$ cat src/rtl/rca_serial_adder.sv
// rtl/rca_serial_adder.sv - multi-cycle digit-serial ripple-carry adder/subtractor
// with valid/ready handshakes.
module rca_serial_adder #(
  parameter int WIDTH = 16,
  parameter int DIGIT = 4
) (
  input  logic             clk,
  input  logic             rst,
  input  logic             in_valid,
  output logic             in_ready,
  input  logic [WIDTH-1:0] a,
  input  logic [WIDTH-1:0] b,
  input  logic             cin,
  input  logic             sub,
  output logic             out_valid,
  input  logic             out_ready,
  output logic [WIDTH-1:0] s,
  output logic             cout,
  output logic             ovf
);

  localparam int N  = WIDTH / DIGIT;
  localparam int CW = (N > 1) ? $clog2(N) : 1;
  localparam logic [CW-1:0] LAST = CW'(N - 1);

  typedef enum logic [1:0] {IDLE, BUSY, DONE} state_t;

  state_t           state_q, state_d;
  logic [WIDTH-1:0] a_q, a_d, b_q, b_d, res_q, res_d;
  logic [WIDTH-1:0] s_q, s_d;
  logic             carry_q, carry_d;
  logic             a_msb_q, a_msb_d, b_msb_q, b_msb_d;
  logic             cout_q, cout_d, ovf_q, ovf_d;
  logic [CW-1:0]    cnt_q, cnt_d;

  logic [DIGIT:0]   digit_sum;
  logic [WIDTH-1:0] res_shift;

  assign digit_sum = {1'b0, a_q[DIGIT-1:0]} + {1'b0, b_q[DIGIT-1:0]}
                   + {{DIGIT{1'b0}}, carry_q};
  // Result fills from the top so the first (least significant) digit ends up at bit 0.
  assign res_shift = (res_q >> DIGIT) | (WIDTH'(digit_sum[DIGIT-1:0]) << (WIDTH - DIGIT));

  always_ff @(posedge clk) begin
    if (rst) begin
      state_q <= IDLE;
      a_q     <= '0;
      b_q     <= '0;
      res_q   <= '0;
      s_q     <= '0;
      carry_q <= 1'b0;
      a_msb_q <= 1'b0;
      b_msb_q <= 1'b0;
      cout_q  <= 1'b0;
      ovf_q   <= 1'b0;
      cnt_q   <= '0;
    end else begin
      state_q <= state_d;
      a_q     <= a_d;
      b_q     <= b_d;
      res_q   <= res_d;
      s_q     <= s_d;
      carry_q <= carry_d;
      a_msb_q <= a_msb_d;
      b_msb_q <= b_msb_d;
      cout_q  <= cout_d;
      ovf_q   <= ovf_d;
      cnt_q   <= cnt_d;
    end
  end

  always_comb begin
    state_d = state_q;
    a_d     = a_q;
    b_d     = b_q;
    res_d   = res_q;
    s_d     = s_q;
    carry_d = carry_q;
    a_msb_d = a_msb_q;
    b_msb_d = b_msb_q;
    cout_d  = cout_q;
    ovf_d   = ovf_q;
    cnt_d   = cnt_q;
    case (state_q)
      IDLE: begin
        if (in_valid) begin
          // Subtraction is a + ~b + ~cin, so invert b and fold sub into the carry.
          a_d     = a;
          b_d     = sub ? ~b : b;
          carry_d = cin ^ sub;
          a_msb_d = a[WIDTH-1];
          b_msb_d = b[WIDTH-1] ^ sub;
          res_d   = '0;
          cnt_d   = '0;
          state_d = BUSY;
        end
      end
      BUSY: begin
        a_d     = a_q >> DIGIT;
        b_d     = b_q >> DIGIT;
        res_d   = res_shift;
        carry_d = digit_sum[DIGIT];
        if (cnt_q == LAST) begin
          s_d     = res_shift;
          cout_d  = digit_sum[DIGIT];
          ovf_d   = a_msb_q ^ b_msb_q ^ res_shift[WIDTH-1] ^ digit_sum[DIGIT];
          state_d = DONE;
        end else begin
          cnt_d = cnt_q + CW'(1);
        end
      end
      DONE: begin
        if (out_ready) state_d = IDLE;
      end
      default: state_d = IDLE;
    endcase
  end

  assign in_ready  = (state_q == IDLE);
  assign out_valid = (state_q == DONE);
  assign s         = s_q;
  assign cout      = cout_q;
  assign ovf       = ovf_q;

endmodule

$ cat config.mk
export PLATFORM = sky130hd
export DESIGN_NAME = rca_serial_adder
export DESIGN_NICKNAME = d
export VERILOG_FILES = /design/src/rtl/rca_serial_adder.sv
export SDC_FILE = /design/constraint.sdc
export NUM_CORES = 1
export LEC_CHECK = 0
export ABC_AREA = 0
export CORE_UTILIZATION = 54
export CTS_BUF_LIST = sky130_fd_sc_hd__clkbuf_2 sky130_fd_sc_hd__clkbuf_4 sky130_fd_sc_hd__clkbuf_8
export CTS_CLUSTER_SIZE = 25
export DETAILED_ROUTE_END_ITERATION = 8
export GPL_ROUTABILITY_DRIVEN = 0
export GPL_TIMING_DRIVEN = 0
export HOLD_SLACK_MARGIN = 0.08
export PLACE_DENSITY = 0.82
export SYNTH_ARGS = -nofsm -noshare
export SYNTH_HDL_FRONTEND = slang
export SYNTH_SLANG_ARGS = --single-unit
$ cat constraint.sdc
create_clock -name clk -period 2.5 [get_ports clk]
set_input_delay 0.5 -clock clk [delete_from_list [all_inputs] [get_ports clk]]
set_output_delay 0.5 -clock clk [all_outputs]
set_load 0.005 [all_outputs]
Word-level counts from Yosys, hierarchy flattened:

Cells that the tools add are included.

* add/subtract/negate cells: 3
* eq/ne operators: 7
* multiplexer cells: 16
* bitwise logic cells: 7
* reduce and logical (&&, ||, !) cells: 7

Operators by type and width (count)
* $pmux W16 S2: 3
* $mux W16: 4
* $not A16 Y16: 1
* $or A12 B16 Y16: 1
* $mux W2: 5
* $ne A2 B2 Y1 const B: 3
* $pmux W2 S3: 1
* $reduce_and A2 Y1: 3
* $reduce_and A3 Y1: 2
* $add A4 B4 Y5: 1
* $add A5 B1 Y5: 1
* $xor A1 B1 Y1: 5
* $eq A2 B2 Y1 const B: 2
* $pmux W2 S2: 1
* $add A2 B1 Y2 const B: 1
* $eq A2 B1 Y1 const B: 1
* $logic_not A2 Y1: 1
* $ne A2 B1 Y1 const B: 1
* $pmux W1 S2: 1
* $reduce_bool A2 Y1: 1
* $mux W1: 1

* register bits: 73
* bits of input ports: 38
* output and inout port bits: 20
* logic and storage cells: 51

Logic depth before layout (Yosys ltp):

* depth after elaboration: 5
* mapped depth: 7
* depth with buffers taken out: 6

Worst setup path after synthesis:

No wires, ideal clock.

* path type: register to register
* start: register a_q[0]
* end: register ovf_q, in the netlist ovf
* setup time: 0.101 ns
* arrival time: 1.775 ns
* required time: 2.399 ns
* path slack: 0.624 ns
* cell stages (with the launch flop): 7
* path buffers: 0
* period minus slack after synthesis: 1.876 ns
* cells stage by stage: dfxtp_1 -> fa_1 -> fa_1 -> nand3_1 -> nand3_1 -> o211a_1 -> o41ai_1

* word-level cells in the longest chain between the ends: 5

RTL lines
* start: declaration: line 29 `logic [WIDTH-1:0] a_q, a_d, b_q, b_d, res_q, res_d;`
* start signal: assignment: line 47 `a_q <= '0;`
* start signal: assignment: line 59 `a_q <= a_d;`
* $add A4 B4 Y5 (*): line 39 `assign digit_sum = {1'b0, a_q[DIGIT-1:0]} + {1'b0, b_q[DIGIT-1:0]}`
* $add A5 B1 Y5 (*): line 40 `+ {{DIGIT{1'b0}}, carry_q};`
* $or A12 B16 Y16: line 42 `assign res_shift = (res_q >> DIGIT) | (WIDTH'(digit_sum[DIGIT-1:0]) << (WIDTH - DIGIT));`
* $xor A1 B1 Y1: line 106 `ovf_d = a_msb_q ^ b_msb_q ^ res_shift[WIDTH-1] ^ digit_sum[DIGIT];`
* $xor A1 B1 Y1 (*): line 106
* end signal: assignment: line 67 `ovf_q <= ovf_d;`
* end: declaration: line 33 `logic cout_q, cout_d, ovf_q, ovf_d;`

Mark *: on every way between the ends. The rest lies on a longest branch, timed or not.
A chain may end at the register's enable or synchronous reset.

Final worst setup path:

Ends and elaborated chain as after synthesis.

==> results.cfg <==
[run_status]
status = finished clean

[detailed_routing]
routed_wl_um = 7079
drt_iter0_markers = 144
wl_per_cell_um = 13.75
route.detailed.drc = 0
ant_nets = 0
vias_per_cell = 5.478
via_count = 2821
dr.pass1.iters = 5

[power]
ir_drop_mv = 0.3624
totalPowerFinal_uw = 2416
power_density_nw_per_um2 = 621.0
p_leak_uw = 0.001450

[critical_path]
cp.arrival_ns = 2.32
cp_top_family = adder cells
critPathLaunchType = register
rrSetupSlack_ns = 0.42
slowest_delay_ns = 0.46
end_kind = register
cp_slowest_cell = fa_1
cp_max_fo = 4
r2r_start = a_q[0]$_SDFFE_PP0P_
critPathKind = reg -> reg
crit_chain = fa_1 -> fa_1 -> nand3_1 -> nand3_1 -> o211a_1 -> o41ai_1
r2r-end = ovf$_SDFFE_PP0P_
path_buf_inv = 0
r2r_cells = 6
cp.required_ns = 2.73

[clock_tree]
clkLatencyLatePin_ns = 0.34
clk_path_buf_depth = 2
cts_setup_buffers = 0
clk_pin_slew_ns = 0.08
h-tree-depth = 3
cts_inserted_buffers = 9
cts_root_buf = clkbuf_8
cts_resized = 0
cts_tree = yes
clock_sinks = 69
cts_hold_buf = 0

[sta]
final-max-slew-violation-count = 0
rsz0062_at_grt = false
tns_ns = 0
worst_slew_pin_slew_ns = 0.5792
slew_headroom_pct = 61.39
fmax_mhz = 480.0
fin_crit_ns = 2.083
fin_crit_sh_pct = 83.33
hold_violations = 0
skew_ns = 0.007131
finalSetupViolCount = 0
final.setup.worst_slack_ns = 0.4168

[global_routing]
grt-ovfl-total = 0
grt_pass1_vias = 2611
grt_start_max_net_pins = 13
grt_antenna_before_repair = 0
grt_pass1_wl_um = 11590
grt_usage_pct = 24.82

[floorplanning]
core_um2 = 5473
start_util_pct = 55.90
die_area_um2 = 5970
rows = 27
chipHeight_um = 77.27
die_x_um = 77.27
io_pins = 58

[min_path]
min_from = s[2]$_SDFFE_PP0P_
hold_depth = 2
min_path_type = reg -> reg
whs_endpoint = s[2]$_SDFFE_PP0P_

[yosys]
syn_area_per_cell_um2 = 8.224
synthesis.area_um2 = 3059
synth_seq_area_share_pct = 45.15
yosysWarnings = 0
synth_seq_cells = 69
syn-num-nets = 416
syn_inst = 372
yosysUniqueCellTypes = 35

[place]
post-dp-hpwl_um = 5085
pre_cts_slack_ns = 0.2964
place_area_um2 = 3700
port_buffers = 55

[cells_and_area]
syn_to_final_growth_pct = 27.16
post-route-util_pct = 71.08
final_area_um2 = 3890
n_fill_cell = 454
n_antenna_cell = 0
multiInputGateArea_um2 = 1510
regArea_um2 = 1381
nNetsFinal = 482
layout-drive-gt1-share_pct = 8.578

[job]
cap_violations = 0
-- worst max path at each step --
stage / start / end / depth (start not counted)
5_1_grt: a_q[0]$_SDFFE_PP0P_ / ovf$_SDFFE_PP0P_ / 6
2_1_floorplan: a_q[0]$_SDFFE_PP0P_ / ovf$_SDFFE_PP0P_ / 6
3_5_place_dp: in_valid / res_q[7]$_SDFFE_PP0P_ / 6
4_1_cts: a_q[0]$_SDFFE_PP0P_ / ovf$_SDFFE_PP0P_ / 6
3_3_place_gp: in_valid / b_q[15]$_SDFFE_PP0P_ / 6
6_report: a_q[0]$_SDFFE_PP0P_ / ovf$_SDFFE_PP0P_ / 6
-- metal layers --
metal,global-route usage [%],share of wire [%]
met5,0,0
met4,11.32,2.3
met3,5.119,6.9
met2,42.83,49
met1,29.36,42
-- power by group --
group	switching, µW	internal, µW	total (µW)	leakage (µW)
Combinational	189	166	355	0.000788
Clock	419	455	874	0.0000987
Sequential	33.8	1150	1190	0.000563
-- cells by family after synthesis --
group           Yosys count  synth area share [%]
compound gates           91                 18.69
xor+xnor                 19                 5.440
fa+ha+maj                 6                 2.945
buf+inv                  32                 5.481
flops                    69                 45.15
simple gates            155                 22.29
-- tightest hold or removal path, delay by kind of cell, from the launching register on --
family | cells | cell delay (ns)
flops | 1 | 0.31
simple gates | 1 | 0.05
compound gates | 1 | 0.05
-- area by class of cell --
| type | instances | share of cell area [%] |
|---|---|---|
| clock buffers | 9 | 3.184 |
| well taps | 72 | 2.316 |
| inverters | 1 | 0.09649 |
| multi-input cells | 271 | 38.82 |
| plain buffers | 31 | 4.214 |
| clock inverters | 7 | 1.705 |
| flip-flops and latches | 69 | 35.51 |
| repair buffers | 55 | 14.15 |
-- cells in the final DEF (no fill, tap or decap), drive strengths merged, types with 4 or more instances in the layout --
master / n
clkinv: 5
a21oi: 42
nand2: 84
a311oi: 13
xor2: 15
ha: 4
o21ai: 12
nor2: 27
xnor2: 4
buf: 21
nand3: 14
a22oi: 17
clkdlybuf4s50: 55
clkbuf: 19
nor2b: 16
nor3: 4
dfxtp: 69
-- sequential cells by signal (all words and copies together), names as in the netlist --
| name | flops |
|---|---|
| a_msb_q | 1 |
| carry_q | 1 |
| state_q | 2 |
| cout | 1 |
| res_q | 12 |
| ovf | 1 |
| a_q | 16 |
| s | 16 |
| b_q | 16 |
| cnt_q | 2 |
| b_msb_q | 1 |
-- synth_stat cells, drive strengths merged --
library cell	count	area share, %
a311oi	13	3.7
a21o	1	0.25
nor3b	1	0.25
dfxtp	69	45
o41ai	1	0.29
nand2	84	10
o21a	1	0.25
inv	1	0.12
nor2b	16	3.3
o21bai	2	0.61
xnor2	4	1.1
o211a	1	0.33
buf	21	4.1
nor3	4	0.65
a21oi	42	6.9
nand2b	2	0.41
ha	4	1.6
a22oi	17	4.2
fa	2	1.3
nand3	14	2.3
or3	2	0.41
nor2	27	3.6
and3	1	0.20
and2	2	0.41
o21ai	12	2.0
xor2	15	4.3
clkbuf	10	1.2
a211oi	1	0.25
nand3b	1	0.25
or3b	1	0.29
-- per-stage QoR --
| step | instances | hold WS [ns] |
|---|---|---|
| finish | 515 | 0.4552 |
| global route | 515 | 0.4785 |
| detailed placement | 499 | 0.4464 |
| global placement | 499 | 0.4426 |
| CTS | 515 | 0.4562 |
| floorplan | 372 | 0.4321 |
Power figures use the tool's default switching activity.
